===== src/rtl/fetch_queue_if.sv =====
// Fetch queue bus bundle: instruction-memory request channel and decoded-instruction stream.
// The master modport is the fetch queue side.
interface fetch_queue_if #(
    parameter int unsigned AW = 32,
    parameter int unsigned DW = 32
) ();
    logic          imem_req;
    logic [AW-1:0] imem_addr;
    logic          imem_ack;
    logic [DW-1:0] imem_rdata;
    logic          inst_valid;
    logic          inst_ready;
    logic [DW-1:0] inst_data;
    logic [AW-1:0] inst_pc;

    modport master (
        output imem_req, imem_addr, inst_valid, inst_data, inst_pc,
        input  imem_ack, imem_rdata, inst_ready
    );

    modport slave (
        input  imem_req, imem_addr, inst_valid, inst_data, inst_pc,
        output imem_ack, imem_rdata, inst_ready
    );
endinterface


===== src/rtl/fetch_queue.sv =====
// Instruction fetch unit: one outstanding imem request, branch/jump redirect with flush, FIFO of fetched words.
// Optional FETCH_BYPASS_EN: an ack arriving at an empty queue is presented on inst_* in the same cycle.
module fetch_queue #(
    parameter int unsigned   AW       = 32,
    parameter int unsigned   DW       = 32,
    parameter int unsigned   DEPTH    = 4,
    parameter logic [AW-1:0] RESET_PC = '0
) (
    input  logic          clk,
    input  logic          rst,
    input  logic          Z,
    input  logic          B,
    input  logic [AW-1:0] B_addr,
    input  logic [AW-1:0] br_pc,
    input  logic          J,
    input  logic [AW-1:0] J_addr,
    output logic [AW-1:0] addr,
    fetch_queue_if.master bus
);
    localparam int unsigned PW = $clog2(DEPTH);
    localparam int unsigned CW = PW + 1;

    localparam logic [1:0] IDLE = 2'd0;
    localparam logic [1:0] REQ  = 2'd1;
    localparam logic [1:0] DROP = 2'd2;

    logic [1:0]    state, state_nxt;
    logic [AW-1:0] pc, req_addr, target;
    logic [CW-1:0] count;
    logic [PW-1:0] rd_ptr, wr_ptr;
    logic          redirect, issue, push, store, pop, empty;

    logic [DW-1:0] data_mem [DEPTH];
    logic [AW-1:0] pc_mem   [DEPTH];

    assign redirect = J | (B & Z);
    assign target   = J ? J_addr : (br_pc + AW'(4) + (B_addr << 2));
    assign issue    = (state == IDLE) && (count < CW'(DEPTH)) && !redirect;
    assign push     = (state == REQ) && bus.imem_ack && !redirect && !rst;
    assign empty    = (count == '0);

    assign addr          = pc;
    assign bus.imem_req  = !rst && (state != IDLE);
    // Latched at issue so the request address holds even if a redirect moves pc.
    assign bus.imem_addr = req_addr;

`ifdef FETCH_BYPASS_EN
    logic bypass;
    assign bypass         = empty && push;
    assign store          = push && !(bypass && bus.inst_ready);
    assign pop            = !rst && !empty && bus.inst_ready;
    assign bus.inst_valid = !rst && (!empty || bypass);
    assign bus.inst_data  = empty ? bus.imem_rdata : data_mem[rd_ptr];
    assign bus.inst_pc    = empty ? pc : pc_mem[rd_ptr];
`else
    assign store          = push;
    assign pop            = !rst && !empty && bus.inst_ready;
    assign bus.inst_valid = !rst && !empty;
    assign bus.inst_data  = data_mem[rd_ptr];
    assign bus.inst_pc    = pc_mem[rd_ptr];
`endif

    // State register
    always_ff @(posedge clk) begin
        if (rst) state <= IDLE;
        else     state <= state_nxt;
    end

    // Next-state logic
    always_comb begin
        state_nxt = state;
        case (state)
            IDLE: if (issue) state_nxt = REQ;
            REQ: begin
                if (bus.imem_ack)  state_nxt = IDLE;
                else if (redirect) state_nxt = DROP;
            end
            DROP: if (bus.imem_ack) state_nxt = IDLE;
            default: state_nxt = IDLE;
        endcase
    end

    // PC, request address, queue pointers and occupancy
    always_ff @(posedge clk) begin
        if (rst) begin
            pc       <= RESET_PC;
            req_addr <= RESET_PC;
            count    <= '0;
            rd_ptr   <= '0;
            wr_ptr   <= '0;
        end else begin
            if (issue) req_addr <= pc;
            if (redirect) begin
                pc     <= target;
                count  <= '0;
                rd_ptr <= '0;
                wr_ptr <= '0;
            end else begin
                if (push)  pc     <= pc + AW'(4);
                if (store) wr_ptr <= wr_ptr + PW'(1);
                if (pop)   rd_ptr <= rd_ptr + PW'(1);
                count <= count + CW'(store) - CW'(pop);
            end
        end
    end

    // Queue storage
    always_ff @(posedge clk) begin
        if (store) begin
            data_mem[wr_ptr] <= bus.imem_rdata;
            pc_mem[wr_ptr]   <= pc;
        end
    end
endmodule


===== src/flat_wrapper.sv =====
// flat-port wrapper written by rule: the top's interface ports become plain ports
module fetch_queue_flat 
#(
    parameter int unsigned   AW       = 32,
    parameter int unsigned   DW       = 32,
    parameter int unsigned   DEPTH    = 4,
    parameter logic [AW-1:0] RESET_PC = '0
)
  (clk, rst, Z, B, B_addr, br_pc, J, J_addr, addr, bus_imem_req, bus_imem_addr, bus_inst_valid, bus_inst_data, bus_inst_pc, bus_imem_ack, bus_imem_rdata, bus_inst_ready);
  fetch_queue_if #(.AW(AW), .DW(DW)) bus_i ();
  input  logic clk;
  input  logic rst;
  input  logic Z;
  input  logic B;
  input  logic [AW-1:0] B_addr;
  input  logic [AW-1:0] br_pc;
  input  logic J;
  input  logic [AW-1:0] J_addr;
  output logic [AW-1:0] addr;
  output wire logic [$bits(bus_i.imem_req)-1:0] bus_imem_req;
  output wire logic [$bits(bus_i.imem_addr)-1:0] bus_imem_addr;
  output wire logic [$bits(bus_i.inst_valid)-1:0] bus_inst_valid;
  output wire logic [$bits(bus_i.inst_data)-1:0] bus_inst_data;
  output wire logic [$bits(bus_i.inst_pc)-1:0] bus_inst_pc;
  input wire logic [$bits(bus_i.imem_ack)-1:0] bus_imem_ack;
  input wire logic [$bits(bus_i.imem_rdata)-1:0] bus_imem_rdata;
  input wire logic [$bits(bus_i.inst_ready)-1:0] bus_inst_ready;
  assign bus_imem_req = bus_i.imem_req;
  assign bus_imem_addr = bus_i.imem_addr;
  assign bus_inst_valid = bus_i.inst_valid;
  assign bus_inst_data = bus_i.inst_data;
  assign bus_inst_pc = bus_i.inst_pc;
  assign bus_i.imem_ack = bus_imem_ack;
  assign bus_i.imem_rdata = bus_imem_rdata;
  assign bus_i.inst_ready = bus_inst_ready;
  fetch_queue #(.AW(AW), .DW(DW), .DEPTH(DEPTH), .RESET_PC(RESET_PC)) u_core (.clk(clk), .rst(rst), .Z(Z), .B(B), .B_addr(B_addr), .br_pc(br_pc), .J(J), .J_addr(J_addr), .addr(addr), .bus(bus_i));
endmodule

===== config.mk =====
export PLATFORM = sky130hd
export DESIGN_NAME = fetch_queue_flat
export DESIGN_NICKNAME = d
export VERILOG_FILES = /design/src/rtl/fetch_queue_if.sv /design/src/rtl/fetch_queue.sv /design/src/flat_wrapper.sv
export SDC_FILE = /design/constraint.sdc
export NUM_CORES = 1
export LEC_CHECK = 0
export BUFFER_PORTS_ARGS = -buffer_cell sky130_fd_sc_hd__buf_2
export CAP_MARGIN = 20
export CORE_ASPECT_RATIO = 0.9
export CORE_MARGIN = 8
export CORE_UTILIZATION = 60
export DETAILED_ROUTE_END_ITERATION = 16
export PLACE_DENSITY_LB_ADDON = 0.12
export SLEW_MARGIN = 0
export SYNTH_ARGS = -nofsm -noshare
export SYNTH_HDL_FRONTEND = slang
export SYNTH_SLANG_ARGS = --single-unit

===== constraint.sdc =====
create_clock -name clk -period 6.78 [get_ports clk]
set_input_delay 0.678 -clock clk [delete_from_list [all_inputs] [get_ports clk]]
set_output_delay 0.678 -clock clk [all_outputs]
set_load 0.01 [all_outputs]

* Word level (Yosys, flattened, before mapping) *
Memories as Yosys holds them, arrays and structs flattened. A register that Yosys moved wholly into a read port is not among the register bits.
Cells that the tools add are included.

word-level totals
  register bits = 73
  bits in writable memories = 256
  bits of input ports = 135
  memories kept = 2

memories
  memory           words  bits a word  rd ports  clocked after memory_dff  write ports  line               text
  u_core.data_mem  4      32           1         1                         1            fetch_queue.sv:33  logic [DW-1:0] data_mem [DEPTH];
  u_core.pc_mem    4      32           1         1                         1            fetch_queue.sv:34  logic [AW-1:0] pc_mem [DEPTH];

operators by class
  $add $sub $neg = 7
  order comparisons = 1
  eq/ne operators = 5
  multiplexer cells = 14
  bitwise gates (word level) = 2
  reductions and logical operators = 17

operators by type and width
  cell                     count
  $mux W32                 3
  $add A32 B3 Y32 const B  2
  $add A32 B32 Y32         1
  $mux W2                  8
  $logic_and A1 B1 Y1      8
  $pmux W2 S3              1
  $add A2 B1 Y2 const B    2
  $reduce_bool A2 Y1       2
  $add A3 B1 Y3            1
  $logic_not A1 Y1         3
  $logic_not A3 Y1         1
  $lt A3 B3 Y1 const B     1
  $ne A3 B2 Y1 const B     1
  $reduce_and A3 Y1        1
  $sub A3 B1 Y3            1
  $eq A2 B1 Y1 const B     1
  $eq A2 B2 Y1 const B     1
  $logic_not A2 Y1         1
  $mux W1                  2
  $ne A2 B1 Y1 const B     1
  $ne A2 B2 Y1 const B     1
  $reduce_or A2 Y1         1
  $and A1 B1 Y1            1
  $or A1 B1 Y1             1

* Longest topological paths before layout *
  depth after elaboration = 7
  gate-level depth with buffers = 13
  gate-level depth less buffers = 13

* Least setup slack after synthesis *
Ideal clock, no wire load.

  path type = in2reg
  start point = in rst
  end point = mem u_core.data_mem[0][0] (enable)
  library setup time = 429 ps
  data arrival time = 3,624 ps
  required time = 6,351 ps
  path slack = 2,727 ps
  stages = 9
  path through = buf_6 -> a211o_1 -> buf_6 -> or3_1 -> buf_6 -> inv_1 -> buf_2 -> buf_2 -> and2_1

between the ends
  cells in the longest elaborated chain, start to end = 4

RTL lines
  item                           line                text
  from (decl)                    flat_wrapper.sv:12  input logic rst;
  $logic_not A1 Y1               fetch_queue.sv:39   assign push = (state == REQ) && bus.imem_ack && !redirect && !rst;
  $logic_and A1 B1 Y1            fetch_queue.sv:39
  net u_core.push                fetch_queue.sv:31   logic redirect, issue, push, store, pop, empty;
  $mux W1                        fetch_queue.sv:109  if (store) begin
  $mux W1 (not written as such)  fetch_queue.sv:110  data_mem[wr_ptr] <= bus.imem_rdata;
  to (decl)                      fetch_queue.sv:33

The timed path passes the listed nets, and every way through them passes these cells.

* Worst setup path after layout *
  start point = in rst
  end point = mem u_core.data_mem[1][5] (enable)

between the ends
  cells in the longest elaborated chain, start to end = 4

RTL lines
  item                           line
  $logic_not A1 Y1               fetch_queue.sv:39
  $logic_and A1 B1 Y1            fetch_queue.sv:39
  $mux W1                        fetch_queue.sv:109
  $mux W1 (not written as such)  fetch_queue.sv:110

Every way passes these cells.

==> flow_summary_export.csv <==
group,metric,value,unit
floorplanning,core-area,0.02405,mm2
routing,wl,33500,um
routing,drtPass1Iterations,5,
clock_tree,cts.sinks,331,
sta,period_share,53.32,%
sta,hold_violations,0,
floorplanning,initial_core_util,60.65,%
synthesis,seq_area_frac_synth,62.98,%
worst_hold_path,worstHoldStart,"bus_imem_ack",
routing,ant_nets,0,
routing,vias,9434,
synthesis,yosys_warnings,0,
synthesis,synth-compound-area-share,8.130,%
global_route,antenna_found_initial,0,
pwr,leakagePower,6.454,nW
global_route,grt_pass1_wl,52590,um
layout,nets,1489,
routing,drc,0,
sta,finalClockSkew,0.008850,ns
layout,nFillCells,1653,
worst_setup_path,cp-end-kind,"register",
layout,drive_gt1_share,29.27,%
synthesis,synth.top_cells.by_count,"edfxtp_1, nand2_1, a21oi_1, dfxtp_1",
worst_setup_path,timing.rr.start,"u_core.state[0]$_SDFFE_PP0P_",
synthesis,synthArstFlopShare,0,%
layout,finish.instance_area,0.01710,mm2
routing,wire_per_inst,20.68,um
sta,layout_min_cycle_time,3.615,ns
floorplanning,rows,54,
synthesis,syn-cell-area,0.01459,mm2
pwr,irDropWorstVdd,0.1936,mV
worst_hold_path,hold_path_depth,2,
worst_setup_path,arrival,3.77,ns
worst_setup_path,crit_path_max_fanout,64,
synthesis,ys_types,53,
synthesis,synth_flop_cell,"edfxtp_1",
synthesis,synth-simple-area-share,8.062,%
synthesis,synth-seq-cells,331,
layout,fin_cells,1620,
sta,max_freq,0.2766,GHz
job,maxCapViolations,0,
layout,diodes,0,
layout,syn_to_final_growth,17.23,%
sta,fin_setup_tns,0,ns
placed_design,dp_slack,2.623,ns
floorplanning,design.die.area,0.02957,mm2
clock_tree,cts_tree,"built",
clock_tree,clock_latency,0.53,ns
sta,rsz0062_at_grt,"no",
sta,final.setup.worst_slack,3.165,ns
global_route,grt_max_degree,65,
worst_setup_path,crit_type,"input pin to register",
placed_design,place_inst,1563,
pwr,p_per_area,250.6,mW/mm2
synthesis,synthTopCellsByArea,"edfxtp_1, dfxtp_1, mux4_2",
synthesis,synth_top_family_by_area,"multiplexers",
synthesis,synth_cells,1036,
worst_setup_path,r2r_slack,3.88,ns
global_route,grt_use_total,22.30,%
clock_tree,max-clock-path-buffers,3,
floorplanning,fp.dieW,180.4,um
sta,drv_slew,0,
clock_tree,numCtsBuffers,31,
global_route,grt-ovfl-total,0,
clock_tree,cts_root_buf,"clkbuf_16",
clock_tree,post-cts-setup-buffer-count,0,
synthesis,synthAdderAreaFrac,5.763,%
worst_hold_path,holdPathEnd,"u_core.state[1]$_SDFFE_PP0P_",
global_route,grt_pass1_vias,9628,
clock_tree,cts_resized,0,
clock_tree,postCtsHoldBufs,0,
synthesis,syn_area_per_cell,14.08,um2
worst_setup_path,start_kind,"input pin",
synthesis,synth_enable_flop_cells,256,
synthesis,synth.most_common_cell,"edfxtp_1",
worst_setup_path,cp_data_required_time,6.93,ns
worst_setup_path,r2r_cells,4,
floorplanning,die_h,163.9,um
synthesis,yosys.area.top_type_share,52.69,%
sta,max_slew_margin,32.60,%
synthesis,yosysTopAreaCell,"edfxtp_1",
placed_design,routabilityCongestion,0.9091,
clock_tree,clk_transition_reported_paths,0.06,ns
floorplanning,num_io_pins,265,
placed_design,placed_area,0.01614,mm2
pwr,total_power,4.286,mW
clock_tree,htreeDepth,1,
synthesis,synth_xor_area_share,2.942,%
synthesis,synthMuxAreaShare,10.02,%
routing,via_per_inst,5.823,
routing,drtIter0Drc,796,
worst_setup_path,reg2reg_to,"u_core.data_mem[1][5]$_DFFE_PP_",
synthesis,syn-num-nets,1237,
placed_design,dp.final_hpwl,22550,um
run_status,outcome,"finished, final reports clean",
worst_hold_path,hp-class,"input pin to register",
sta,worst_pin_slew,1.011,ns
sta,setup_viol,0,
placed_design,portBuffers,262,
-- layout by cell type (no fill, tap or decap), types with 31 or more instances in the layout --
cell type	synthesis	routed
mux4_2	64	64
nand2_1	118	118
clkbuf_16	0	31
buf_2	2	262
a21oi_1	83	83
nor2_1	54	54
edfxtp_1	256	256
ha_1	64	64
dfxtp_1	75	73
xnor2_1	33	33
-- critical path, cell delays in order --
cell and delay, ns:
buf_2 0.10, buf_4 0.33, a211o_1 0.52, or3_1 0.61, inv_1 0.55, and2_4 0.92
-- registers in the layout, summed over array words and instances, names as in the netlist, named ones only --
name	count
u_core.addr	32
u_core.state	2
u_core.bus.imem_addr	32
u_core.pc_mem	128
u_core.rd_ptr	2
u_core.count	3
u_core.wr_ptr	2
u_core.data_mem	128
-- how the worst max path moves through the flow --
stage / start / endpoint / slack, ns
detailed placement: rst / u_core.data_mem[1][18]$_DFFE_PP_ / 2.62
floorplan: rst / u_core.data_mem[0][0]$_DFFE_PP_ / 2.73
CTS: rst / u_core.data_mem[1][5]$_DFFE_PP_ / 3.16
finish: rst / u_core.data_mem[1][5]$_DFFE_PP_ / 3.16
global placement: rst / u_core.data_mem[1][18]$_DFFE_PP_ / 2.62
global route: rst / u_core.data_mem[1][5]$_DFFE_PP_ / 2.98
-- stage by stage --
step	utilization (%)	hold slack, ns
2_1_floorplan	-	0.4594
5_1_grt	71.10	0.3122
3_3_place_gp	67.11	0.4389
4_1_cts	71.10	0.3095
3_5_place_dp	67.11	0.4446
6_report	71.10	0.3252
-- area by class of cell --
class / instances / area [um2] / share of cell area (%)
Multi-Input combinational cell: 630 / 5104 / 29.84
Tap cell: 308 / 385.4 / 2.253
Timing Repair Buffer: 269 / 1364 / 7.974
Sequential cell: 331 / 9196 / 53.77
Inverter: 25 / 93.84 / 0.5487
Clock inverter: 13 / 95.09 / 0.5560
Clock buffer: 44 / 864.6 / 5.055
-- report_power, final --
part           internal [mW]  switching, mW
registers               2.21         0.0528
clock network          0.923          0.695
logic                  0.170          0.231
-- layer usage --
layer / up-vias / track usage [%] / share of wire (%)
li1: 4468 / - / -
met1: 4607 / 30.73 / 45
met2: 321 / 36.93 / 47
met5: - / 0 / 0
met4: 0 / 4.805 / 1.6
met3: 38 / 4.180 / 6.2
-- kinds of logic after synthesis --
kind of cell | count (synthesis)
xor+xnor | 49
mux | 66
simple gates | 257
flops | 331
compound gates | 192
buf+inv | 75
fa+ha+maj | 66
Power figures use the tool's default switching activity.
